===== config.mk =====
export PLATFORM = sky130hd
export DESIGN_NAME = a_ctrls_encode
export DESIGN_NICKNAME = d
export VERILOG_FILES = /design/src/rtl/a_ctrls_encode.sv
export SDC_FILE = /design/constraint.sdc
export NUM_CORES = 1
export LEC_CHECK = 0
export CAP_MARGIN = 20
export CORE_MARGIN = 2
export CORE_UTILIZATION = 53
export CTS_BUF_LIST = sky130_fd_sc_hd__clkbuf_2
export CTS_CLUSTER_DIAMETER = 60
export DETAILED_ROUTE_END_ITERATION = 6
export PLACE_DENSITY = 0.89
export SETUP_SLACK_MARGIN = 0.3
export SYNTH_ARGS = -nofsm -noshare
export SYNTH_HDL_FRONTEND = slang
export SYNTH_SLANG_ARGS = --single-unit

===== constraint.sdc =====
create_clock -name clk -period 3.7 [get_ports clk]
set_input_delay 0.555 -clock clk [delete_from_list [all_inputs] [get_ports clk]]
set_output_delay 0.555 -clock clk [all_outputs]
set_load 0.03 [all_outputs]

===== src/rtl/a_ctrls_encode.sv =====
// Serialises seven snapshot bytes as an ASCII "MEAS:hh,hh,...,hh\r\n" frame
// over a valid/ready byte stream toward a UART transmitter.
module a_ctrls_encode #(
    parameter bit UPPERCASE = 1'b1
) (
    input  logic            clk,
    input  logic            reset_n,
    input  logic [0:6][7:0] values,
    input  logic            send,
    output logic            busy,
    output logic [7:0]      tx_data,
    output logic            tx_valid,
    input  logic            tx_ready,
    output logic            frame_done
);

    localparam logic [2:0] S_IDLE = 3'd0;
    localparam logic [2:0] S_HDR  = 3'd1;
    localparam logic [2:0] S_HI   = 3'd2;
    localparam logic [2:0] S_LO   = 3'd3;
    localparam logic [2:0] S_SEP  = 3'd4;
    localparam logic [2:0] S_CR   = 3'd5;
    localparam logic [2:0] S_LF   = 3'd6;

    logic [2:0]       state;
    logic [2:0]       hdr_cnt;
    logic [2:0]       idx;
    logic [0:6][7:0]  snap;
    logic [7:0]       cur_byte;
    logic [7:0]       hdr_char;
    logic             xfer;

    function automatic logic [7:0] hex_ascii(input logic [3:0] n);
        if (n < 4'd10)
            return 8'h30 + {4'h0, n};
        else
            return (UPPERCASE ? 8'h41 : 8'h61) + {4'h0, n} - 8'd10;
    endfunction

    assign xfer     = tx_valid & tx_ready;
    assign tx_valid = (state != S_IDLE);
    assign busy     = (state != S_IDLE);

    always_comb begin
        cur_byte = 8'h00;
        if (idx <= 3'd6)
            cur_byte = snap[idx];
    end

    always_comb begin
        case (hdr_cnt)
            3'd0:    hdr_char = 8'h4D;  // M
            3'd1:    hdr_char = 8'h45;  // E
            3'd2:    hdr_char = 8'h41;  // A
            3'd3:    hdr_char = 8'h53;  // S
            default: hdr_char = 8'h3A;  // :
        endcase
    end

    // Output byte is a pure function of registered state, so it holds during stalls.
    always_comb begin
        case (state)
            S_HDR:   tx_data = hdr_char;
            S_HI:    tx_data = hex_ascii(cur_byte[7:4]);
            S_LO:    tx_data = hex_ascii(cur_byte[3:0]);
            S_SEP:   tx_data = 8'h2C;
            S_CR:    tx_data = 8'h0D;
            S_LF:    tx_data = 8'h0A;
            default: tx_data = 8'h00;
        endcase
    end

    always_ff @(posedge clk or negedge reset_n) begin
        if (!reset_n) begin
            state      <= S_IDLE;
            hdr_cnt    <= 3'd0;
            idx        <= 3'd0;
            snap       <= '0;
            frame_done <= 1'b0;
        end else begin
            frame_done <= 1'b0;
            case (state)
                S_IDLE: if (send) begin
                    snap    <= values;
                    hdr_cnt <= 3'd0;
                    idx     <= 3'd0;
                    state   <= S_HDR;
                end
                S_HDR: if (xfer) begin
                    if (hdr_cnt == 3'd4)
                        state <= S_HI;
                    else
                        hdr_cnt <= hdr_cnt + 3'd1;
                end
                S_HI: if (xfer) state <= S_LO;
                S_LO: if (xfer) state <= (idx == 3'd6) ? S_CR : S_SEP;
                S_SEP: if (xfer) begin
                    idx   <= idx + 3'd1;
                    state <= S_HI;
                end
                S_CR: if (xfer) state <= S_LF;
                S_LF: if (xfer) begin
                    state      <= S_IDLE;
                    hdr_cnt    <= 3'd0;
                    idx        <= 3'd0;
                    frame_done <= 1'b1;
                end
                default: state <= S_IDLE;
            endcase
        end
    end

endmodule


* After elaboration in Yosys (flattened, before gate mapping)
Index checks and enable logic that the tools add are counted.
** Word-level totals
- Bits of input ports :: 60
- Logic and storage cells :: 80
- Register bits :: 66
- Output and inout port bits :: 11
** Cells by class
- Add/sub/neg operators :: 8
- Muxes and demuxes :: 26
- Eq/ne operators :: 20
- $lt $le $gt $ge :: 4
- Bitwise gates (word level) :: 2
- Reductions and logical operators :: 9
** Operators by type and width (number)
- $pmux 8 s6 :: 1
- $mux 8 :: 5
- $mux 3 :: 12
- $pmux 7 s4 :: 1
- $bmux 8 s3 :: 1
- $pmux 3 s7 :: 1
- $ne 2x2->1 const B :: 9
- $pmux 3 s3 :: 2
- $add 7x4->8 const A :: 2
- $sub 8x4->8 const B :: 2
- $eq 3x3->1 const B :: 5
- $add 6x4->7 const A :: 2
- $eq 3x2->1 const B :: 4
- $reduce_bool 3->1 :: 3
- $lt 4x4->1 const B :: 2
- $reduce_and 8->1 :: 1
- $add 3x1->3 const B :: 2
- $eq 3x1->1 const B :: 2
- $logic_not 3->1 :: 2
- $reduce_and 5->1 :: 1
- $ge 4x4->1 const B :: 1
- $not 3->4 :: 1
- $reduce_and 4->1 :: 1
- $le 3x3->1 const B :: 1
- 3 further kinds :: 5

* Logic depth before layout (Yosys ltp)
Gate-level depths: netlist (run 1).
- Depth after elaboration :: 9
- Depth in mapped cells :: 15
- Gate-level depth less buffers :: 12

* Worst setup path after synthesis (run 1)
No wires, ideal clock.
- Kind :: reg2out
- Start :: register idx[0]
- End :: output port tx_data[6]
- Data arrival time :: 2.769 ns
- Setup slack :: 0.376 ns
- Path buffers :: 3
- Data required time :: 3.145 ns
- Stages on the path, launching flop included :: 15
- Cell sequence :: dfrtp_1 > buf_6 > buf_4 > inv_1 > ha_1 > clkbuf_1 > nand3_1 > a21oi_1 > a21oi_1 > o21a_1 > ha_1 > inv_1 > nand3_1 > a31o_2 > o221ai_1
** On the way
- Word-level cells in the longest chain between the ends :: 9
- Elaborated cells on any way between the ends :: 17
- Those cells by class :: 6 x add/sub; 3 x order compare; 7 x mux; 1 x bitwise
** RTL lines
- from (decl) :: RTL line 27 : logic [2:0] idx;
- from (signal assigned) :: RTL line 98 : idx <= idx + 3'd1;
- $not 3->4 (implied by the code) :: RTL line 47 : cur_byte = snap[idx];
- $bmux 8 s3 :: RTL line 47
- $mux 8 (implied by the code) (2 in series) :: RTL line 47
- $mux 8 (*) :: RTL line 46 : if (idx <= 3'd6)
- $add 7x4->8 :: RTL line 37 : return (UPPERCASE ? 8'h41 : 8'h61) + {4'h0, n} - 8'd10;
- $sub 8x4->8 :: RTL line 37
- $mux 8 :: RTL line 34 : if (n < 4'd10)
- $pmux 8 s6 (*) :: RTL line 62 : case (state)
- to (decl) :: RTL line 11 : output logic [7:0] tx_data,
Every way passes the cells marked *; elsewhere a longest branch is shown, timed or not. The select of a mux whose other input is x is not followed.

* Worst setup path after layout (run 1)
- Start :: register idx[0]
- End :: output port tx_data[4]
Same word-level chain as after synthesis.

==> results of run 1 <==
[how the worst max path moves through the flow]
stage	cells after the start	startpoint	to
after floorplan	14	idx[0]$_DFFE_PN0P_	tx_data[6]
after global placement	11	idx[0]$_DFFE_PN0P_	tx_data[4]
after detailed placement	11	idx[0]$_DFFE_PN0P_	tx_data[4]
after CTS	12	idx[0]$_DFFE_PN0P_	tx_data[4]
after global routing	12	idx[0]$_DFFE_PN0P_	tx_data[4]
final	12	idx[0]$_DFFE_PN0P_	tx_data[4]
[layer usage]
| layer | up-vias | GRT usage (%) |
|---|---|---|
| li1 | 1343 | - |
| met2 | 152 | 39.21 |
| met1 | 1415 | 33.64 |
| met5 | - | 0 |
| met3 | 28 | 6.351 |
| met4 | 0 | 9.091 |
[stage by stage]
step,worst slack [ns],cells,utilization [%]
floorplan,0.3764,322,-
global placement,0.6350,458,65.31
detailed placement,0.4976,458,65.31
CTS,0.2043,483,68.81
global route,0.03601,490,71.09
finish,0.1608,490,71.09
[flip-flops by register name, summed over array words and instances, names as in the netlist]
name and count:
hdr_cnt 3, snap 56, state 3, frame_done 1, idx 3
[cell usage in the layout, fill, tap and decap left out, drive strengths merged, types with 2 or more instances in the layout]
cell type / synthesis / routed
a211o: 2 / 2
a211oi: 3 / 3
a21o: 3 / 3
a21oi: 17 / 17
a31oi: 4 / 4
and2: 2 / 2
and3: 7 / 7
and4b: 2 / 2
buf: 14 / 30
clkbuf: 6 / 9
clkdlybuf4s50: 0 / 61
clkinv: 1 / 4
clkinvlp: 0 / 2
dfrtp: 66 / 66
ha: 9 / 9
inv: 10 / 11
mux2: 57 / 57
mux4: 8 / 8
nand2: 21 / 21
nand2b: 5 / 5
nand3: 8 / 8
nor2: 15 / 15
nor2b: 5 / 5
o211ai: 3 / 3
o21a: 4 / 4
o21ai: 23 / 23
o21bai: 3 / 3
o221ai: 2 / 2
[power breakdown]
part | leakage, nW | internal [mW] | total, mW | switching [mW]
Clock | 0.0681 | 0.154 | 0.435 | 0.281
Sequential | 0.790 | 1.07 | 1.35 | 0.282
Combinational | 1.15 | 1.35 | 2.65 | 1.30
Total | 2.01 | 2.57 | 4.44 | 1.87
[critical path: cells and delay by family (launching register included)]
family / cells / cell delay, ns
flip-flops: 1 / 0.46
buffers and inverters: 4 / 0.42
AO/OA/AOI/OAI: 5 / 0.83
AND/OR/NAND/NOR: 1 / 0.10
multiplexers: 1 / 0.49
adder cells (fa/ha/maj): 1 / 0.17
[what timing repair did]
item	CTS	global route
hold buffers	0	1
buffers inserted	9	5
setup endpoints to repair	6	7
pin swaps	8	9
gates resized for setup	16	19
endpoints found under the hold margin	0	2
[final cells by class]
type	instances	area share (%)
well taps	80	2.084
clock inverters	7	1.433
clock buffers	9	0.9377
inverters	11	0.8596
repair buffers	92	19.33
flip-flops and latches	66	34.38
multi-input cells	225	40.97
[cell families (layout without fill, tap and decap cells)]
group / Yosys count / in the layout / synth area share, %
and+or+nand+nor: 72 / 72 / 10.01
other: 1 / 1 / 0.1024
xor gates and xnor gates: 2 / 2 / 0.4786
adders and majority gates: 9 / 9 / 3.076
buffers and inverters: 31 / 119 / 4.238
AOI/OAI and AO/OA: 75 / 75 / 14.15
DFF: 66 / 66 / 45.11
muxes: 66 / 66 / 22.83
==> impl_metrics.ini, run 1 <==
[status]
status = complete, no violations

[global_routing]
grt_pass1_vias = 2991
gr-total-overflow = 0
grt_max_degree = 47
grt_pass1_wl_mm = 14.48
antenna_found_initial = 0
grt_use_total_pct = 24.94

[route]
wl_met1_mm = 3.811
first_pass_iters = 5
vias_per_cell = 5.996
via_count = 2938
drcViolationCount = 0
wl_met3_microns = 616
ant_nets = 0
drt_iter0_drc = 248
met2_length_mm = 4.477
wl_per_cell_microns = 18.62
routed.top_layer = met4
drt-total-wl_mm = 9.124

[power_and_ir_drop]
power_density_nw_per_um2 = 924.2
p_leak_nw = 2.006
max-vdd-ir-drop_mv = 0.3951
p_total_mw = 4.439

[floorplanning]
core_sq_um = 6756
die-width_microns = 87.11
die_h_microns = 87.11
dieArea_sq_um = 7588
rows = 30
start_util_pct = 54.19
io_pins = 71

[yosys]
synthTopCellsByCount = 66 x dfrtp_1, 57 x mux2_2, 21 x nand2_1
synthDistinctLibCells = 56
synth.top_cell.area_share_pct = 45.11
yosysWarnings = 0
async_flop_share_pct = 100.0
netlist_area_sq_um = 3661
yosys.area.top_type = dfrtp_1
syn_area_per_cell_sq_um = 11.37
synth_top_flop_cell = dfrtp_1
ys_seq_area_share_pct = 45.11
synth.most_common_cell = dfrtp_1
synthCells = 322
ys_ff_latch = 66
synth-edff-count = 0
synth.net_count = 391
yosys-top-cells-area = dfrtp_1 45%, mux2_2 18%, mux4_2 4.3%, ha_1 3.1%, o21ai_0 2.6%

[cts]
clock_latency_ns = 0.52
clk_pin_slew_worst_paths_ns = 0.20
cts_buffers = 9
root_buffer = clkbuf_2
numClockSinks = 66
htree_levels = 3
cts_tree = yes
clockBufferDepth = 2

[critical_path]
critPathKind = flop to output port
path_common_cell = o21a_1
slowest_stage = mux4_2
worst-r2r-cell-count = 5
required_ns = 3.14
crit_path_cell_trace = buf_12 > buf_8 > mux4_2 > nand2_1 > o21a_1 > ha_4 > inv_2 > a211oi_2 > a31o_2 > o21a_1 > o21a_1 > buf_6
crit_arrival_ns = 2.98
rrSetupSlack_ns = 1.29
crit_path_end_kind = output port
r2r_end = snap[14]$_DFFE_PN0P_
worstPathMaxFanout = 4
startpoint_type = flop
critPathMaxStageDelay_ns = 0.49
timing.rr.start = state[2]$_DFFE_PN0P_

[place]
gp_congestion = 0.9690
postPlaceCellArea_sq_um = 4413
port_buffers = 69
dp_hpwl_mm = 6.274

[cells_and_area]
final_area_sq_um = 4803
drive_gt1_share_pct = 32.93
multi_input_area_sq_um = 1968
finalNetCount = 474
nFillCells = 473
area_delta_synth_final_pct = 31.20
seqCellArea_sq_um = 1652
antenna_cells = 0

[sta]
slew_viol_final = 0
max_freq_ghz = 0.2826
final.period_utilization_pct = 95.65
setup_viol = 0
max_slew_margin_pct = 53.42
finalCriticalPeriod_ns = 3.539
finClkSkew_ns = 0.03762
rsz0062_at_grt = yes
report.final.hold_viol_count = 0
tightest_slew_ns = 0.6987
whs_ns = 0.4103
fin_setup_tns_ns = 0

[worst_hold_path]
hold_class = input port to async pin

[flow_run]
cap_violations = 0
(Power assumes the default switching activity.)
==> run 2: changes to the inputs <==
- CORE_MARGIN: 2 -> not set
==> impl_metrics.ini, run 2 (synthesis gave the netlist of run 1 again) <==
[status]
status = complete, no violations

[place]
dp_hpwl_mm = 6.100
postPlaceCellArea_sq_um = 4384
port_buffers = 69
gp_congestion = 0.9367

[power_and_ir_drop]
p_sw_mw = 1.765
p_leak_nw = 1.986
netSwitchingFraction_pct = 40.54
power_frac_comb_pct = 56.1
power_frac_clock_pct = 13.0
p_int_mw = 2.589
max-vdd-ir-drop_mv = 0.3939
p_seq_share_pct = 30.9
power_density_nw_per_um2 = 922.9

[cells_and_area]
finalNetCount = 470
final_cell_mix = 66 x dfrtp_1, 61 x clkdlybuf4s50_1, 57 x mux2_2
final_common_cell = dfrtp_1
nFillCells = 454
final_area_sq_um = 4717
area_delta_synth_final_pct = 28.84
largest_reg_flops = 56
antenna_cells = 0
top_register = snap
drive_gt1_share_pct = 31.77

[sta]
slew_viol_final = 0
report.final.hold_viol_count = 0
max_freq_ghz = 0.2865
tightest_slew_ns = 0.8521
final.period_utilization_pct = 94.32
max_slew_margin_pct = 43.20
rsz0062_at_grt = yes
setup_viol = 0
fin_setup_tns_ns = 0
finalCriticalPeriod_ns = 3.490
finClkSkew_ns = 0.01553

[cts]
cts_tree = yes
htree_levels = 3
clk_pin_slew_worst_paths_ns = 0.20
numClockSinks = 66
postCtsHoldBufs = 0
root_buffer = clkbuf_2
clockBufferDepth = 2
cts_buffers = 9
clock_latency_ns = 0.52

[critical_path]
critPathKind = flop to output port
slowest_stage = mux4_2
crit_path_cell_trace = buf_6 > buf_6 > mux4_2 > nand2_1 > o21a_1 > ha_2 > inv_2 > a211oi_2 > a31o_2 > o21a_1 > o21a_1 > buf_6
rrSetupSlack_ns = 1.26
path_depth = 12
timing.rr.start = state[2]$_DFFE_PN0P_
critPathMaxStageDelay_ns = 0.49
critPathBufInv = 4
worstSetupStartpoint = idx[0]$_DFFE_PN0P_
endpoint = tx_data[4]
worst-r2r-cell-count = 5
startpoint_type = flop
worstPathMaxFanout = 7
critical-path-top-delay-family = compound AO/OA/AOI/OAI gates
crit_arrival_ns = 2.93
r2r_end = snap[36]$_DFFE_PN0P_
crit_path_end_kind = output port
required_ns = 3.14

[floorplanning]
start_util_pct = 56.37
rows = 29
io_pins = 71
dieArea_sq_um = 7244
die_h_microns = 85.11
die-width_microns = 85.11
core_sq_um = 6495

[route]
drcViolationCount = 0
first_pass_iters = 6
vias_per_cell = 6.008
drt-total-wl_mm = 8.546
wl_per_cell_microns = 17.69
ant_nets = 0
drt_iter0_drc = 203
via_count = 2902

[flow_run]
cap_violations = 0

[global_routing]
grt_pass1_wl_mm = 14.39
grt_use_total_pct = 25.91
gr-total-overflow = 0
grt_pass1_vias = 2915
grt_max_degree = 57
antenna_found_initial = 0

[worst_hold_path]
hold_class = input port to async pin
## run 2: timing repair
item	4_1_cts	5_1_grt
gates resized for setup	21	15
setup endpoints to repair	7	7
buffers inserted	6	5
endpoints found under the hold margin	0	0
pin swaps	3	4
## run 2: per-layer routing
metal | up-vias | GRT usage, % | wire length, microns
met1 | 1408 | 34.17 | 3498
met4 | 0 | 7.550 | 177
met2 | 147 | 42.23 | 4228
li1 | 1324 | - | -
met3 | 23 | 7.004 | 642
met5 | - | 0 | 0
## run 2: power by group through the flow
stage                     Combinational (mW)  Sequential [mW]  Clock (mW)
after CTS                               2.26             1.34       0.577
after global placement                  2.09             1.34           0
after global routing                    2.64             1.39       0.610
after floorplan                         1.67             1.22           0
after detailed placement                2.16             1.35           0
final                                   2.44             1.35       0.565
## run 2: how the worst min path moves through the flow
stage / startpoint / endpoint / depth (start not counted)
2_1_floorplan: reset_n / frame_done$_DFF_PN0_ / 0
3_3_place_gp: snap[44]$_DFFE_PN0P_ / snap[44]$_DFFE_PN0P_ / 1
3_5_place_dp: snap[23]$_DFFE_PN0P_ / snap[23]$_DFFE_PN0P_ / 1
4_1_cts: reset_n / snap[48]$_DFFE_PN0P_ / 1
5_1_grt: reset_n / snap[48]$_DFFE_PN0P_ / 1
6_report: reset_n / snap[2]$_DFFE_PN0P_ / 1
## run 2: final cells by class
class                      count  area, sq um  share of cell area [%]
clock buffer                   9        45.04                  0.9549
clock inverter                 7        116.4                   2.467
inverter                      11        41.29                  0.8753
multi-input combinational    225         1926                   40.82
sequential                    66         1652                   35.01
tap                           77        96.34                   2.042
timing repair buffer          88        840.8                   17.82
## run 2: through the flow
| stage | hold slack, ns | total power, mW | setup slack [ns] | cells | util, % |
|---|---|---|---|---|---|
| 5_1_grt | 0.1336 | 4.644 | 0.07604 | 483 | 72.63 |
| 6_report | 0.1083 | 4.353 | 0.2100 | 483 | 72.63 |
| 4_1_cts | 0.1189 | 4.175 | 0.2447 | 478 | 71.41 |
| 2_1_floorplan | 0.2594 | 2.889 | 0.3764 | 322 | - |
| 3_5_place_dp | 0.4893 | 3.511 | 0.2600 | 456 | 67.50 |
| 3_3_place_gp | 0.4854 | 3.430 | 0.3839 | 456 | 67.50 |
